## src/rtl/tree_layer_agg.sv

```systemverilog
// Tree-layer aggregation engine.
// Streams per-slice counters, right-shifts each one, sums them in groups of
// GROUP_SIZE beats and stores every group sum in an internal RAM. Each stored
// sum is also emitted as a one-cycle beat, so one layer can feed the next.
// A registered read-back port gives access to the RAM in any state.
module tree_layer_agg #(
  parameter int IN_W       = 32,
  parameter int OUT_W      = 16,
  parameter int GROUP_SIZE = 8,
  parameter int SHIFT      = 3,
  parameter int DEPTH      = 128,
  parameter int ADDR_W     = 7
) (
  input  logic              Clk,
  input  logic              Reset_n,
  input  logic              start,
  input  logic              in_valid,
  output logic              in_ready,
  input  logic [IN_W-1:0]   in_data,
  input  logic              in_last,
  output logic              sum_valid,
  output logic [OUT_W-1:0]  sum_data,
  output logic [ADDR_W-1:0] sum_index,
  input  logic              rd_en,
  input  logic [ADDR_W-1:0] rd_addr,
  output logic [OUT_W-1:0]  rd_data,
  output logic [ADDR_W:0]   entry_count,
  output logic              busy,
  output logic              done,
  output logic              full,
  output logic              sat
);

  // Eight guard bits cover up to 256 full-scale beats in one group.
  localparam int ACC_W = IN_W + 8;
  localparam int CNT_W = 9;

  localparam logic [1:0] IDLE  = 2'd0;
  localparam logic [1:0] ACCUM = 2'd1;
  localparam logic [1:0] DONE  = 2'd2;

  localparam logic [CNT_W-1:0]  LAST_BEAT = CNT_W'(GROUP_SIZE - 1);
  localparam logic [ADDR_W:0]   DEPTH_C   = (ADDR_W + 1)'(DEPTH);
  localparam logic [ACC_W-1:0]  SAT_MAX   = {{(ACC_W - OUT_W){1'b0}}, {OUT_W{1'b1}}};

  logic [1:0]        state;
  logic [ACC_W-1:0]  acc;
  logic [CNT_W-1:0]  beat_cnt;
  logic [OUT_W-1:0]  mem [DEPTH];

  logic [ACC_W-1:0]  term;
  logic [ACC_W-1:0]  acc_next;
  logic              over;
  logic [OUT_W-1:0]  stored;
  logic              accept;
  logic              close;
  logic [ADDR_W:0]   entry_next;
  logic              at_depth;

  // Handshake and status decode straight from the state register.
  assign in_ready = (state == ACCUM);
  assign busy     = (state == ACCUM);

  // Datapath: scaled term, running sum, saturation and group-close decode.
  always_comb begin
    // NOTE: every signal gets a default first so no path leaves it unassigned,
    // which would otherwise infer a latch.
    term       = '0;
    acc_next   = '0;
    over       = 1'b0;
    stored     = '0;
    accept     = 1'b0;
    close      = 1'b0;
    entry_next = '0;
    at_depth   = 1'b0;

    term       = ACC_W'(in_data >> SHIFT);
    acc_next   = acc + term;
    over       = (acc_next > SAT_MAX);
    stored     = over ? {OUT_W{1'b1}} : acc_next[OUT_W-1:0];
    // A beat coinciding with start belongs to the aborted frame and is dropped.
    accept     = in_valid && in_ready && !start;
    close      = accept && ((beat_cnt == LAST_BEAT) || in_last);
    entry_next = entry_count + (ADDR_W + 1)'(1);
    at_depth   = (entry_next == DEPTH_C);
  end

  // Control state, counters, emitted sum beat, sticky flags and read port.
  always_ff @(posedge Clk or negedge Reset_n) begin
    if (!Reset_n) begin
      state       <= IDLE;
      acc         <= '0;
      beat_cnt    <= '0;
      entry_count <= '0;
      sum_valid   <= 1'b0;
      sum_data    <= '0;
      sum_index   <= '0;
      rd_data     <= '0;
      done        <= 1'b0;
      full        <= 1'b0;
      sat         <= 1'b0;
    end else begin
      // NOTE: sequential state uses non-blocking assignments so every register
      // samples the pre-edge values, independent of statement order.
      sum_valid <= 1'b0;

      if (start) begin
        // Start from any state opens a fresh frame; a partial group is discarded.
        state       <= ACCUM;
        acc         <= '0;
        beat_cnt    <= '0;
        entry_count <= '0;
        done        <= 1'b0;
        full        <= 1'b0;
        sat         <= 1'b0;
      end else if (accept) begin
        if (close) begin
          sum_valid   <= 1'b1;
          sum_data    <= stored;
          sum_index   <= entry_count[ADDR_W-1:0];
          entry_count <= entry_next;
          acc         <= '0;
          beat_cnt    <= '0;
          if (over) begin
            sat <= 1'b1;
          end
          if (in_last || at_depth) begin
            state <= DONE;
            done  <= 1'b1;
          end
          if (at_depth) begin
            full <= 1'b1;
          end
        end else begin
          acc      <= acc_next;
          beat_cnt <= beat_cnt + CNT_W'(1);
        end
      end

      // Read-first: this samples the RAM before any write on the same edge lands.
      if (rd_en) begin
        rd_data <= mem[rd_addr];
      end
    end
  end

  // RAM write port, one entry per group close.
  // NOTE: the RAM array is deliberately left out of reset so it maps onto a
  // plain memory macro; contents survive Reset_n.
  always_ff @(posedge Clk) begin
    if (close) begin
      mem[entry_count[ADDR_W-1:0]] <= stored;
    end
  end

endmodule

```

## config.mk

```make
export PLATFORM = sky130hd
export DESIGN_NAME = tree_layer_agg
export DESIGN_NICKNAME = d
export VERILOG_FILES = /design/src/rtl/tree_layer_agg.sv
export SDC_FILE = /design/constraint.sdc
export NUM_CORES = 2
export LEC_CHECK = 0
export CAP_MARGIN = 20
export CORE_AREA = 3 3 365 367
export CTS_CLUSTER_SIZE = 24
export DETAILED_ROUTE_END_ITERATION = 16
export DIE_AREA = 0 0 368 370
export PLACE_DENSITY_LB_ADDON = 0.12
export SLEW_MARGIN = 10
export SYNTH_ARGS = -nofsm -noshare
export SYNTH_HDL_FRONTEND = slang
export SYNTH_SLANG_ARGS = --single-unit
```

## constraint.sdc

```tcl
create_clock -name Clk -period 10.9 [get_ports Clk]
set_input_delay 2.18 -clock Clk [delete_from_list [all_inputs] [get_ports Clk]]
set_output_delay 2.18 -clock Clk [all_outputs]
set_load 0.05 [all_outputs]
```

* After elaboration in Yosys (flattened, before gate mapping)
Memory sizes are Yosys's and may differ from the RTL's. A register that Yosys moved wholly into a read port is not among the register bits.
Index checks and enable logic that the tools add are counted.
** Storage, ports and cells
- Bits in writable memories :: 2048
- Logic and storage cells :: 66
- Memories kept :: 1
- Flip-flop bits (word level) :: 86
- Output and inout bits :: 53
- Bits of input ports :: 45
** Operators by class
- $add $sub $neg :: 3
- Equal/unequal tests :: 3
- Reduce and logical (&&, ||, !) cells :: 17
- Bitwise gates (word level) :: 1
- $lt $le $gt $ge :: 1
- Mux-type cells :: 30
** Memories
- mem :: depth 128, bits a word 16, rd ports 1, clocked after memory_dff 1, write ports 1, RTL line 49 : logic [OUT_W-1:0] mem [DEPTH];
** Operator list (count)
- two-way mux 40 bit :: 3
- adder 40 x 29 -> 40 bit :: 1
- > comparator 40 x 16 -> 1 bit (second input constant) :: 1
- two-way mux 9 bit :: 3
- two-way mux 8 bit :: 3
- two-way mux 1 bit :: 16
- two-way mux 16 bit :: 1
- AND reduction 3 bit :: 4
- nonzero test 2 bit :: 5
- adder 9 x 1 -> 9 bit (second input constant) :: 1
- equality test 9 x 3 -> 1 bit (second input constant) :: 1
- adder 8 x 1 -> 8 bit (second input constant) :: 1
- equality test 8 bit (second input constant) :: 1
- two-way mux 2 bit :: 4
- logical AND 1 bit :: 3
- equality test 2 x 1 -> 1 bit (second input constant) :: 1
- logical NOT 1 bit :: 2
- logical OR 1 bit :: 2
- AND reduction 2 bit :: 1
- inverter 1 bit :: 1

* Logic depth before layout (Yosys ltp)
- Depth after elaboration :: 7
- Mapped depth :: 14
- Gate-level depth less buffers :: 13

* Worst setup path before layout
Ideal clock, no wire load.
- Path type :: input-to-reg
- Start point :: input port in_data[3]
- End point :: memory mem[0][2], data pin
- Path buffers :: 1
- Data arrival time :: 7.045 ns
- Slack :: 2.811 ns
- Data required time :: 9.856 ns
- Stages on the path :: 14
- Setup time :: 1.044 ns
- Cells stage by stage :: ha_1 -> inv_1 -> fa_1 -> nand2b_1 -> a21o_1 -> a2111o_1 -> a21oi_4 -> nand3_1 -> and2_1 -> xnor2_1 -> or4_1 -> nor4b_4 -> buf_4 -> nand4_1
** Between the ends
- Longest elaborated chain between the ends :: 3
** Ends and longest elaborated chain
- from (decl) :: RTL line 19 : input logic [IN_W-1:0] in_data,
- adder 40 x 29 -> 40 bit * :: RTL line 78 : acc_next = acc + term;
- > comparator 40 x 16 -> 1 bit :: RTL line 79 : over = (acc_next > SAT_MAX);
- two-way mux 16 bit * :: RTL line 80 : stored = over ? {OUT_W{1'b1}} : acc_next[OUT_W-1:0];
- net stored[2] :: RTL line 54 : logic [OUT_W-1:0] stored;
- to (decl) :: RTL line 49
Mark *: on every way through the listed nets, which the timed path passes. The rest lies on a longest branch.

* Worst setup path after layout
- Start point :: input port in_data[3]
- End point :: memory mem[83][9], data pin
The elaborated chain is that of the path after synthesis.

==> summary.txt <==
Clock tree
  – Clk slew on worst S/H paths: 0.06 ns
  – Clock root cell: sky130_fd_sc_hd__clkbuf_16
  – Clock tree from TritonCTS: built
  – Number of sinks driven by the clock tree: 2149
  – Post-CTS Setup Inserts: 0
  – Count of H-tree levels built during CTS: 4
  – Number of clock buffers inserted by TritonCTS: 202
  – Post-CTS Resized: 0
  – Hold Buf Count CTS: 0
  – Maximum count of clock buffers along a single path: 3
  – Insertion delay to the later sink of the worst-skew pair: 0.84 ns

Worst setup path
  – Worst Setup Path Type: in2reg
  – Critical-path maximum fanout: 65
  – Maximum single-stage delay on the critical path: 0.70 ns
  – Capture point of the worst reg-to-reg path: mem[83][9]
  – Data required time at the worst endpoint: 11.37 ns
  – Worst-case reg-to-reg path depth: 15
  – Most used cell along the critical path: sky130_fd_sc_hd__buf_4
  – Cell with the largest stage delay on the worst path: sky130_fd_sc_hd__nand2_4
  – Register-to-Register Setup Slack: 5.37 ns
  – Cells along the critical path: clkdlybuf4s50_1 -> ha_1 -> inv_1 -> fa_1 -> nand2b_1 -> a21o_1 -> a2111o_1 -> a21oi_4 -> a41oi_1 -> xor2_1 -> o2111ai_1 -> or4_1 -> nor4b_4 -> buf_4 -> nand2_4 -> buf_4
  – Launching point of the worst reg2reg path: acc[0]
  – CP Data Arrival Time: 7.55 ns
  – Startpoint type of the worst setup path: primary input
  – Critical path capture point type: flip-flop

Layout
  – Most common cell after layout, fill and taps aside: sky130_fd_sc_hd__edfxtp_1
  – Area growth from synthesis to layout: 12.8%
  – Total of fill cells in the finished design: 7248
  – Net total in the final layout: 4137
  – Post-layout instance area: 95200 µm²
  – Commonest cells after routing, fill and taps aside: sky130_fd_sc_hd__edfxtp_1, sky130_fd_sc_hd__mux4_2, sky130_fd_sc_hd__clkbuf_16
  – Fraction of layout instances using a drive strength above 1: 0.285

Global routing
  – Global-route wire length before repair: 294000 µm
  – Overall Global Routing Usage: 0.303
  – Vias in the first global route: 41800
  – Remaining global-route overflow: 0
  – Number of antenna violations at the first check in global routing: 12
  – Pin count of the biggest net entering global routing: 150

STA
  – Fin. Hold Viols: 0
  – Final worst hold slack: 0.478 ns
  – Fin crit share: 0.649
  – Total Neg Setup Slack: 0 ns
  – Final setup vio count: 0
  – Worst setup skew after layout: 0.0417 ns
  – Max-slew violation count: 0
  – Tmin final: 7.08 ns
  – Rel. slew slack: 0.201
  – FMAX: 0.141 GHz
  – RSZ-0062 raised after global routing: no
  – Actual transition at the worst max-transition pin: 1.20 ns

Place
  – Final HPWL from detailed placement: 110000 µm
  – Placed standard-cell area: 88300 µm²
  – Total of buffers placed on input and output ports: 94
  – Final weighted congestion in routability-driven placement: 0.878

Floorplan
  – Die Outline Area: 136000 µm²
  – Site Rows: 132
  – Starting Density: 0.650
  – Core Footprint: 130000 µm²
  – I/O pins: 98
  – Die Wd: 368 µm
  – Die Y-Extent: 370 µm

Hold path
  – Path class of the lowest-slack min-delay path: reg2reg
  – Worst Hold Path EP: state[0]
  – Hold Path Depth: 1
  – Worst min-delay path startpoint: state[0]

Drt
  – Antenna-violating nets left: 0
  – Wirelength, routed: 200000 µm
  – Total DRC errors in the routed layout: 0
  – Routed wl met3: 22800 µm
  – Total number of vias: 41100
  – M1 wire length: 75800 µm
  – Average wire length per cell after detail routing: 33.5 µm
  – Met2 Wirelength: 96600 µm
  – Top routing layer in use: met5
  – Via-to-Cell Ratio: 6.87
  – Iteration-0 DRC count of the detailed router: 5681
  – Total iterations of the first detailed-routing run: 5

Logic synthesis
  – Main flop type after synthesis: sky130_fd_sc_hd__edfxtp_1
  – Average cell area after synthesis: 22.3 µm²
  – Area of the mapped netlist: 84400 µm²
  – Syn nets: 3869
  – Post-synthesis compound-gate area fraction: 0.0162
  – Cell count after synthesis: 3792
  – Share of synthesized flip-flops with an asynchronous set or reset: 0.0470
  – Netlist cell types: 67
  – Area fraction in and, or, nand and nor cells after synthesis: 0.0239
  – Proportion of synthesized chip area in sequential cells: 0.759
  – Synthesized-area fraction occupied by xor and xnor cells: 0.00426
  – Main combinational cell family by area after synthesis: multiplexers
  – Adder-cell share of the synthesized area: 0.00483
  – Share of synthesized area spent on multiplexers: 0.182
  – Warning count from the yosys run: 0
  – Number of flops mapped to enable cells by yosys: 2048
  – Number of flip-flops and latches in the synthesized netlist: 2149

Pwr
  – Flop pwr share: 0.539
  – Power dissipated by switching net loads: 3370 µW
  – Leakage power: 0.0363 µW
  – Maximum resistive drop on vdd: 176 µV
  – Pwr Density: 174 nW/µm²
  – Proportion of power drawn by combinational gates: 0.034
  – Sw frac: 0.203
  – Int Power: 13200 µW
  – Clock network power share: 0.427
  – Final total power: 16600 µW

Job
  – Max-cap viol count: 0

Status
  – Status: finished, final reports clean
[cell families after synthesis]
kind of cell,count (synthesis)
buffers and inverters,220
adder cells (fa/ha/maj),32
XOR/XNOR,41
AND/OR/NAND/NOR,449
AO/OA/AOI/OAI,209
multiplexers,692
flip-flops,2149
[cell type report]
class,instances,area (µm²),share of cell area
diodes,7,17.5,0.000184
clock buffers,247,5360,0.0563
clock inverters,127,1350,0.0142
inverters,10,37.5,0.000394
multi-input cells,1423,19600,0.206
flip-flops and latches,2149,64000,0.673
well taps,1742,2180,0.0229
repair buffers,274,2570,0.0270
[worst max-delay path: cells and delay by family]
kind	cells	cell delay, ns
compound gates	5	1.17
xor+xnor	1	0.24
fa+ha+maj	2	0.59
buf+inv	4	1.70
simple gates	4	1.58
[cells in the mapped netlist (7+ instances only)]
library cell | number | area [µm²]
sky130_fd_sc_hd__or3_1 | 7 | 43.8
sky130_fd_sc_hd__o21ai_0 | 37 | 185
sky130_fd_sc_hd__and3_1 | 15 | 93.8
sky130_fd_sc_hd__a31oi_1 | 13 | 81.3
sky130_fd_sc_hd__nor3_1 | 30 | 150
sky130_fd_sc_hd__xor2_1 | 29 | 254
sky130_fd_sc_hd__a21o_1 | 10 | 75.1
sky130_fd_sc_hd__edfxtp_1 | 2048 | 61500
sky130_fd_sc_hd__inv_1 | 9 | 33.8
sky130_fd_sc_hd__clkbuf_1 | 135 | 507
sky130_fd_sc_hd__nand3_1 | 18 | 90.1
sky130_fd_sc_hd__nand2_1 | 107 | 402
sky130_fd_sc_hd__xnor2_1 | 12 | 105
sky130_fd_sc_hd__o31ai_1 | 7 | 52.6
sky130_fd_sc_hd__dfrtp_1 | 101 | 2530
sky130_fd_sc_hd__mux4_2 | 672 | 15100
sky130_fd_sc_hd__nor2_1 | 206 | 773
sky130_fd_sc_hd__ha_1 | 31 | 388
sky130_fd_sc_hd__a21oi_1 | 78 | 390
sky130_fd_sc_hd__mux2i_1 | 20 | 200
sky130_fd_sc_hd__and2_1 | 7 | 43.8
sky130_fd_sc_hd__buf_1 | 63 | 236
sky130_fd_sc_hd__nand4_1 | 20 | 125
sky130_fd_sc_hd__nor4_1 | 11 | 68.8
sky130_fd_sc_hd__a22o_1 | 21 | 184
[per-stage QoR]
step                      worst slack, ns  std cells   util
after floorplan                      2.81       3792      -
after global placement               3.17       5583  0.679
after detailed placement             3.03       5589  0.680
after CTS                            3.91       5963  0.732
after global routing                 3.64       5972  0.733
final                                3.82       5979  0.733
[power groups by stage]
stage	Sequential (µW)	Combinational [µW]	Clock, µW
2_1_floorplan	9160	354	0
3_3_place_gp	9120	551	0
3_5_place_dp	9120	557	0
4_1_cts	8950	559	7170
5_1_grt	8940	601	7500
6_report	8950	558	7090
[state kept, by name (all words and copies together), names as in the netlist, 7 cells and up]
name	cells
mem	2048
acc	40
rd_data	16
sum_data	16
beat_cnt	9
entry_count	8
sum_index	7
[routing by layer]
| metal | vias to the layer above | track usage |
|---|---|---|
| li1 | 16600 | - |
| met1 | 21700 | 0.446 |
| met2 | 2479 | 0.463 |
| met3 | 314 | 0.0791 |
| met4 | 4 | 0.0850 |
| met5 | - | 0 |
[worst max-delay path by stage]
stage	startpoint	to	cells past startpoint
6_report	in_data[3]	mem[83][9]	16
5_1_grt	in_data[3]	mem[82][9]	16
4_1_cts	in_data[3]	mem[68][9]	16
3_5_place_dp	in_data[3]	mem[7][9]	16
3_3_place_gp	in_data[3]	mem[4][9]	16
2_1_floorplan	in_data[3]	mem[0][2]	14
No activity file was read; power rests on OpenSTA's default activity.
